<file path="src/rtl/toggle_cdc_receiver.sv">
// Receive side of a toggle-based CDC link: synchronises toggle_in, turns each level
// change into a one-cycle event and captures data_in into a show-ahead FIFO.
module toggle_cdc_receiver #(
  parameter int WIDTH       = 4,
  parameter int SYNC_STAGES = 2,
  parameter int DEPTH       = 4,
  parameter int CNT_W       = 16
) (
  input  logic             clk,
  input  logic             rst,
  input  logic             toggle_in,
  input  logic [WIDTH-1:0] data_in,
  output logic             out_valid,
  output logic [WIDTH-1:0] out_data,
  input  logic             out_ready,
  output logic             overrun,
  input  logic             clr_overrun,
  output logic [CNT_W-1:0] rx_count
);

  localparam int AW = $clog2(DEPTH);

  logic [SYNC_STAGES-1:0] sync_r;
  logic                   sync_d_r;
  logic                   edge_s;

  logic [AW:0]            wr_ptr_r;
  logic [AW:0]            rd_ptr_r;
  logic [AW:0]            wr_ptr_nxt_s;
  logic [AW:0]            rd_ptr_nxt_s;
  logic [WIDTH-1:0]       mem_r [DEPTH];

  logic                   full_s;
  logic                   pop_s;
  logic                   push_s;
  logic                   drop_s;

  logic                   out_valid_r;
  logic [WIDTH-1:0]       out_data_r;
  logic [WIDTH-1:0]       head_nxt_s;
  logic                   overrun_r;
  logic                   overrun_nxt_s;
  logic [CNT_W-1:0]       rx_count_r;

  // Toggle synchroniser plus the delayed copy used for change detection
  always_ff @(posedge clk or negedge rst) begin
    if (!rst) begin
      sync_r   <= '0;
      sync_d_r <= 1'b0;
    end else begin
      sync_r   <= {sync_r[SYNC_STAGES-2:0], toggle_in};
      sync_d_r <= sync_r[SYNC_STAGES-1];
    end
  end

  assign edge_s = sync_r[SYNC_STAGES-1] ^ sync_d_r;

  // FIFO control: push/pop decisions, next pointers and the next head word
  always_comb begin
    full_s        = (wr_ptr_r[AW] != rd_ptr_r[AW]) &&
                    (wr_ptr_r[AW-1:0] == rd_ptr_r[AW-1:0]);
    pop_s         = out_valid_r & out_ready;
    push_s        = edge_s & (~full_s | pop_s);
    drop_s        = edge_s & full_s & ~pop_s;
    wr_ptr_nxt_s  = wr_ptr_r;
    rd_ptr_nxt_s  = rd_ptr_r;
    head_nxt_s    = '0;
    overrun_nxt_s = overrun_r;

    if (push_s) begin
      wr_ptr_nxt_s = wr_ptr_r + (AW+1)'(1);
    end else begin
      wr_ptr_nxt_s = wr_ptr_r;
    end

    if (pop_s) begin
      rd_ptr_nxt_s = rd_ptr_r + (AW+1)'(1);
    end else begin
      rd_ptr_nxt_s = rd_ptr_r;
    end

    // A word written this cycle into the slot that becomes the head must bypass memory
    if (wr_ptr_nxt_s == rd_ptr_nxt_s) begin
      head_nxt_s = '0;
    end else if (push_s && (wr_ptr_r[AW-1:0] == rd_ptr_nxt_s[AW-1:0])) begin
      head_nxt_s = data_in;
    end else begin
      head_nxt_s = mem_r[rd_ptr_nxt_s[AW-1:0]];
    end

    if (drop_s) begin
      overrun_nxt_s = 1'b1;
    end else if (clr_overrun) begin
      overrun_nxt_s = 1'b0;
    end else begin
      overrun_nxt_s = overrun_r;
    end
  end

  // FIFO storage, written only on an accepted push
  always_ff @(posedge clk or negedge rst) begin
    if (!rst) begin
      for (int i = 0; i < DEPTH; i++) begin
        mem_r[i] <= '0;
      end
    end else if (push_s) begin
      mem_r[wr_ptr_r[AW-1:0]] <= data_in;
    end
  end

  // Pointers and registered outputs
  always_ff @(posedge clk or negedge rst) begin
    if (!rst) begin
      wr_ptr_r    <= '0;
      rd_ptr_r    <= '0;
      out_valid_r <= 1'b0;
      out_data_r  <= '0;
      overrun_r   <= 1'b0;
      rx_count_r  <= '0;
    end else begin
      wr_ptr_r    <= wr_ptr_nxt_s;
      rd_ptr_r    <= rd_ptr_nxt_s;
      out_valid_r <= (wr_ptr_nxt_s != rd_ptr_nxt_s);
      out_data_r  <= head_nxt_s;
      overrun_r   <= overrun_nxt_s;
      if (push_s) begin
        rx_count_r <= rx_count_r + CNT_W'(1);
      end
    end
  end

  assign out_valid = out_valid_r;
  assign out_data  = out_data_r;
  assign overrun   = overrun_r;
  assign rx_count  = rx_count_r;

endmodule

</file>
<file path="config.mk">
export PLATFORM = sky130hd
export DESIGN_NAME = toggle_cdc_receiver
export DESIGN_NICKNAME = d
export VERILOG_FILES = /design/src/rtl/toggle_cdc_receiver.sv
export SDC_FILE = /design/constraint.sdc
export NUM_CORES = 1
export LEC_CHECK = 0
export CAP_MARGIN = 30
export CORE_AREA = 5 5 73 75
export CTS_BUF_LIST = sky130_fd_sc_hd__clkbuf_8
export CTS_CLUSTER_SIZE = 24
export DETAILED_ROUTE_END_ITERATION = 16
export DIE_AREA = 0 0 78 80
export HOLD_SLACK_MARGIN = 0.12
export PLACE_DENSITY = 0.76
export SYNTH_ARGS = -nofsm -noshare
export SYNTH_HDL_FRONTEND = slang
export SYNTH_SLANG_ARGS = --single-unit
</file>
<file path="constraint.sdc">
create_clock -name clk -period 3.65 [get_ports clk]
set_input_delay 0.73 -clock clk [delete_from_list [all_inputs] [get_ports clk]]
set_output_delay 0.73 -clock clk [all_outputs]
set_load 0.05 [all_outputs]
</file>
==> flow_metrics.tcl <==
set metrics [dict create \
    endpoint_kind "flop" \
    vias 1314 \
    start_util 0.477 \
    combPwrFrac 0.533 \
    dpl.hpwl_microns 3030 \
    cts_buffers 5 \
    path_class "input port to flop" \
    initialDrtViolationCount 67 \
    clk-insertion-delay-late_ns 0.29 \
    core_area_sq_mm 0.00460 \
    synth_top_area_cell "dfrtp_1" \
    grt_overflow 0 \
    areaGrowthSynthToFinish_pct 20.3 \
    synth_top_area_frac 0.536 \
    setup_violations 0 \
    switching_share 0.411 \
    via_per_inst 5.39 \
    n_antenna_cell 0 \
    start_kind "input port" \
    p_int_w 0.00145 \
    final_common_cell "dfrtp_1" \
    tns_ns 0 \
    p_leak_nw 1.17 \
    syn_area_sq_mm 0.00219 \
    ys_ff_latch 47 \
    post-cts-setup-buffer-count 0 \
    synthSimpleGateAreaFrac 0.0850 \
    clk_pin_slew_worst_paths_ns 0.08 \
    synth_top_family_by_area "multiplexers" \
    hp-class "flop to flop" \
    fin_crit_sh 0.759 \
    synth_cell_types 27 \
    place.port_buffers 30 \
    synth_compound_area_frac 0.0337 \
    grtUsageTotal 0.143 \
    cts_max_level 2 \
    gp_congestion 0.797 \
    cp.required_ns 3.80 \
    worst_pin_slew_ns 0.642 \
    crit_arrival_ns 2.92 \
    grt_pass1_vias 1457 \
    maxCapViolations 0 \
    power_density_mw_per_mm2 935 \
    routedWlPerCell_microns 16.6 \
    synthCells 154 \
    placed_area_sq_mm 0.00256 \
    syn_nets 169 \
    fp.dieW_microns 78 \
    post_cts_resized 0 \
    ctsHoldBuffers 0 \
    fin_area_sq_mm 0.00264 \
    max_freq_mhz 361 \
    fillCellCount 375 \
    cts_tree "built" \
    first_pass_iters 4 \
    wl_microns 4040 \
    rows 25 \
    dieHeight_microns 80 \
    mostFrequentLayoutCells "47 x dfrtp_1, 29 x clkdlybuf4s50_1, 20 x xnor2_1, 17 x mux2_2" \
    seqPwrFrac 0.354 \
    rsz0062_at_grt "no" \
    drc 0 \
    synth_area_leaders "dfrtp_1 54%, mux2_2 8.7%, xnor2_1 8.0%" \
    root_buffer "clkbuf_8" \
    antenna_found_initial 0 \
    synthXorXnorAreaFrac 0.137 \
    status "completed" \
    fin_skew_ns 0.00601 \
    pwr-share-clk 0.113 \
    finalHoldViolations 0 \
    drive_above_1_share 0.184 \
    switching_power_w 0.00101 \
    synth.avg_cell_area_sq_um 14.2 \
    slew_headroom 0.570 \
    cp_max_fo 17 \
    nets 206 \
    grt_pass1_wl_microns 7070 \
    ant_nets 0 \
    slew_violations 0 \
    ios 31 \
    synth.yosys.warnings 0 \
    dieArea_sq_mm 0.00624 \
    fin_crit_ns 2.77 \
    synthMuxAreaShare 0.160 \
    peakVddDrop_mv 0.284 \
    ys_seq_area_frac 0.536 \
    cts_buffer_depth 2 \
    yosys.area_share.adder 0.0342 \
    grt_max_degree 30 \
    cts.sinks 47 \
]
[per-layer routing]
layer | part of all wire | GRT usage | vias to the layer above
met4 | 0.0020 | 0.0439 | 0
met3 | 0.043 | 0.0451 | 2
met5 | 0 | 0 | -
met2 | 0.51 | 0.240 | 31
met1 | 0.44 | 0.176 | 662
li1 | - | - | 619
[synth_stat cells, drive strengths merged]
cell type  instances
dfrtp             47
xnor2             23
mux2              18
nand2             11
and3               7
ha                 6
nand3              6
nand4              6
inv                5
a31oi              4
mux2i              4
mux4               4
xor2               4
a21bo              1
a21oi              1
a41oi              1
and2               1
and4               1
buf                1
nand4b             1
o22ai              1
xnor3              1
[state kept, by name, indices dropped and copies added, names as in the netlist]
signal,flops
out_data,4
rd_ptr_r,3
sync_d_r,1
overrun,1
out_valid,1
sync_r,2
rx_count,16
wr_ptr_r,3
mem_r,16
[cell families after synthesis]
| logic type | after synthesis |
|---|---|
| buffers and inverters | 6 |
| adder cells (fa/ha/maj) | 6 |
| flip-flops | 47 |
| AND/OR/NAND/NOR | 33 |
| XOR/XNOR | 28 |
| multiplexers | 26 |
| AO/OA/AOI/OAI | 8 |
[through the flow]
stage          cells  worst slack (ns)  power [W]  utilization  hold slack [ns]
6_report         244             0.880    0.00246        0.574            0.353
5_1_grt          244             0.697    0.00263        0.574            0.362
4_1_cts          244             0.918    0.00250        0.574            0.355
3_5_place_dp     238             0.624    0.00220        0.558            0.337
3_3_place_gp     237             0.674    0.00214        0.553            0.336
2_1_floorplan    154              1.46    0.00187            -            0.331
[final timing paths]
check	start	slack, ns	endpoint	cells past startpoint
max	out_ready	0.88	out_data[0]	6
max reg2reg	wr_ptr_r[1]	1.40	out_data[0]	5
min reg2reg	sync_r[0]	0.35	sync_r[1]	0
min	sync_r[0]	0.35	sync_r[1]	0
max in group asynchronous	rst	2.77	rx_count[14]	2
min in group asynchronous	rst	0.38	wr_ptr_r[0]	1
[power by group through the flow]
stage,combinational [W],sequential (W),clock [W]
global placement,0.00127,0.000870,0
floorplan,0.000793,0.00108,0
detailed placement,0.00132,0.000885,0
finish,0.00131,0.000872,0.000279
global route,0.00142,0.000902,0.000314
CTS,0.00133,0.000875,0.000293
[worst max-delay path, stage by stage]
cell	delay, ns
clkdlybuf4s50_1	0.52
nand2_1	0.18
a41oi_4	0.63
nand2_2	0.26
xnor2_1	0.44
a31oi_1	0.16
[layout make-up]
class                           instances  area [sq um]  area share
Sequential cell                        47          1180       0.446
Inverter                                5          18.8     0.00712
Multi-Input combinational cell        101           987       0.374
Clock buffer                            5          68.8      0.0261
Clock inverter                          1          3.75     0.00142
Timing Repair Buffer                   31           315       0.120
Tap cell                               54          67.6      0.0256
Power figures use the tool's default switching activity.
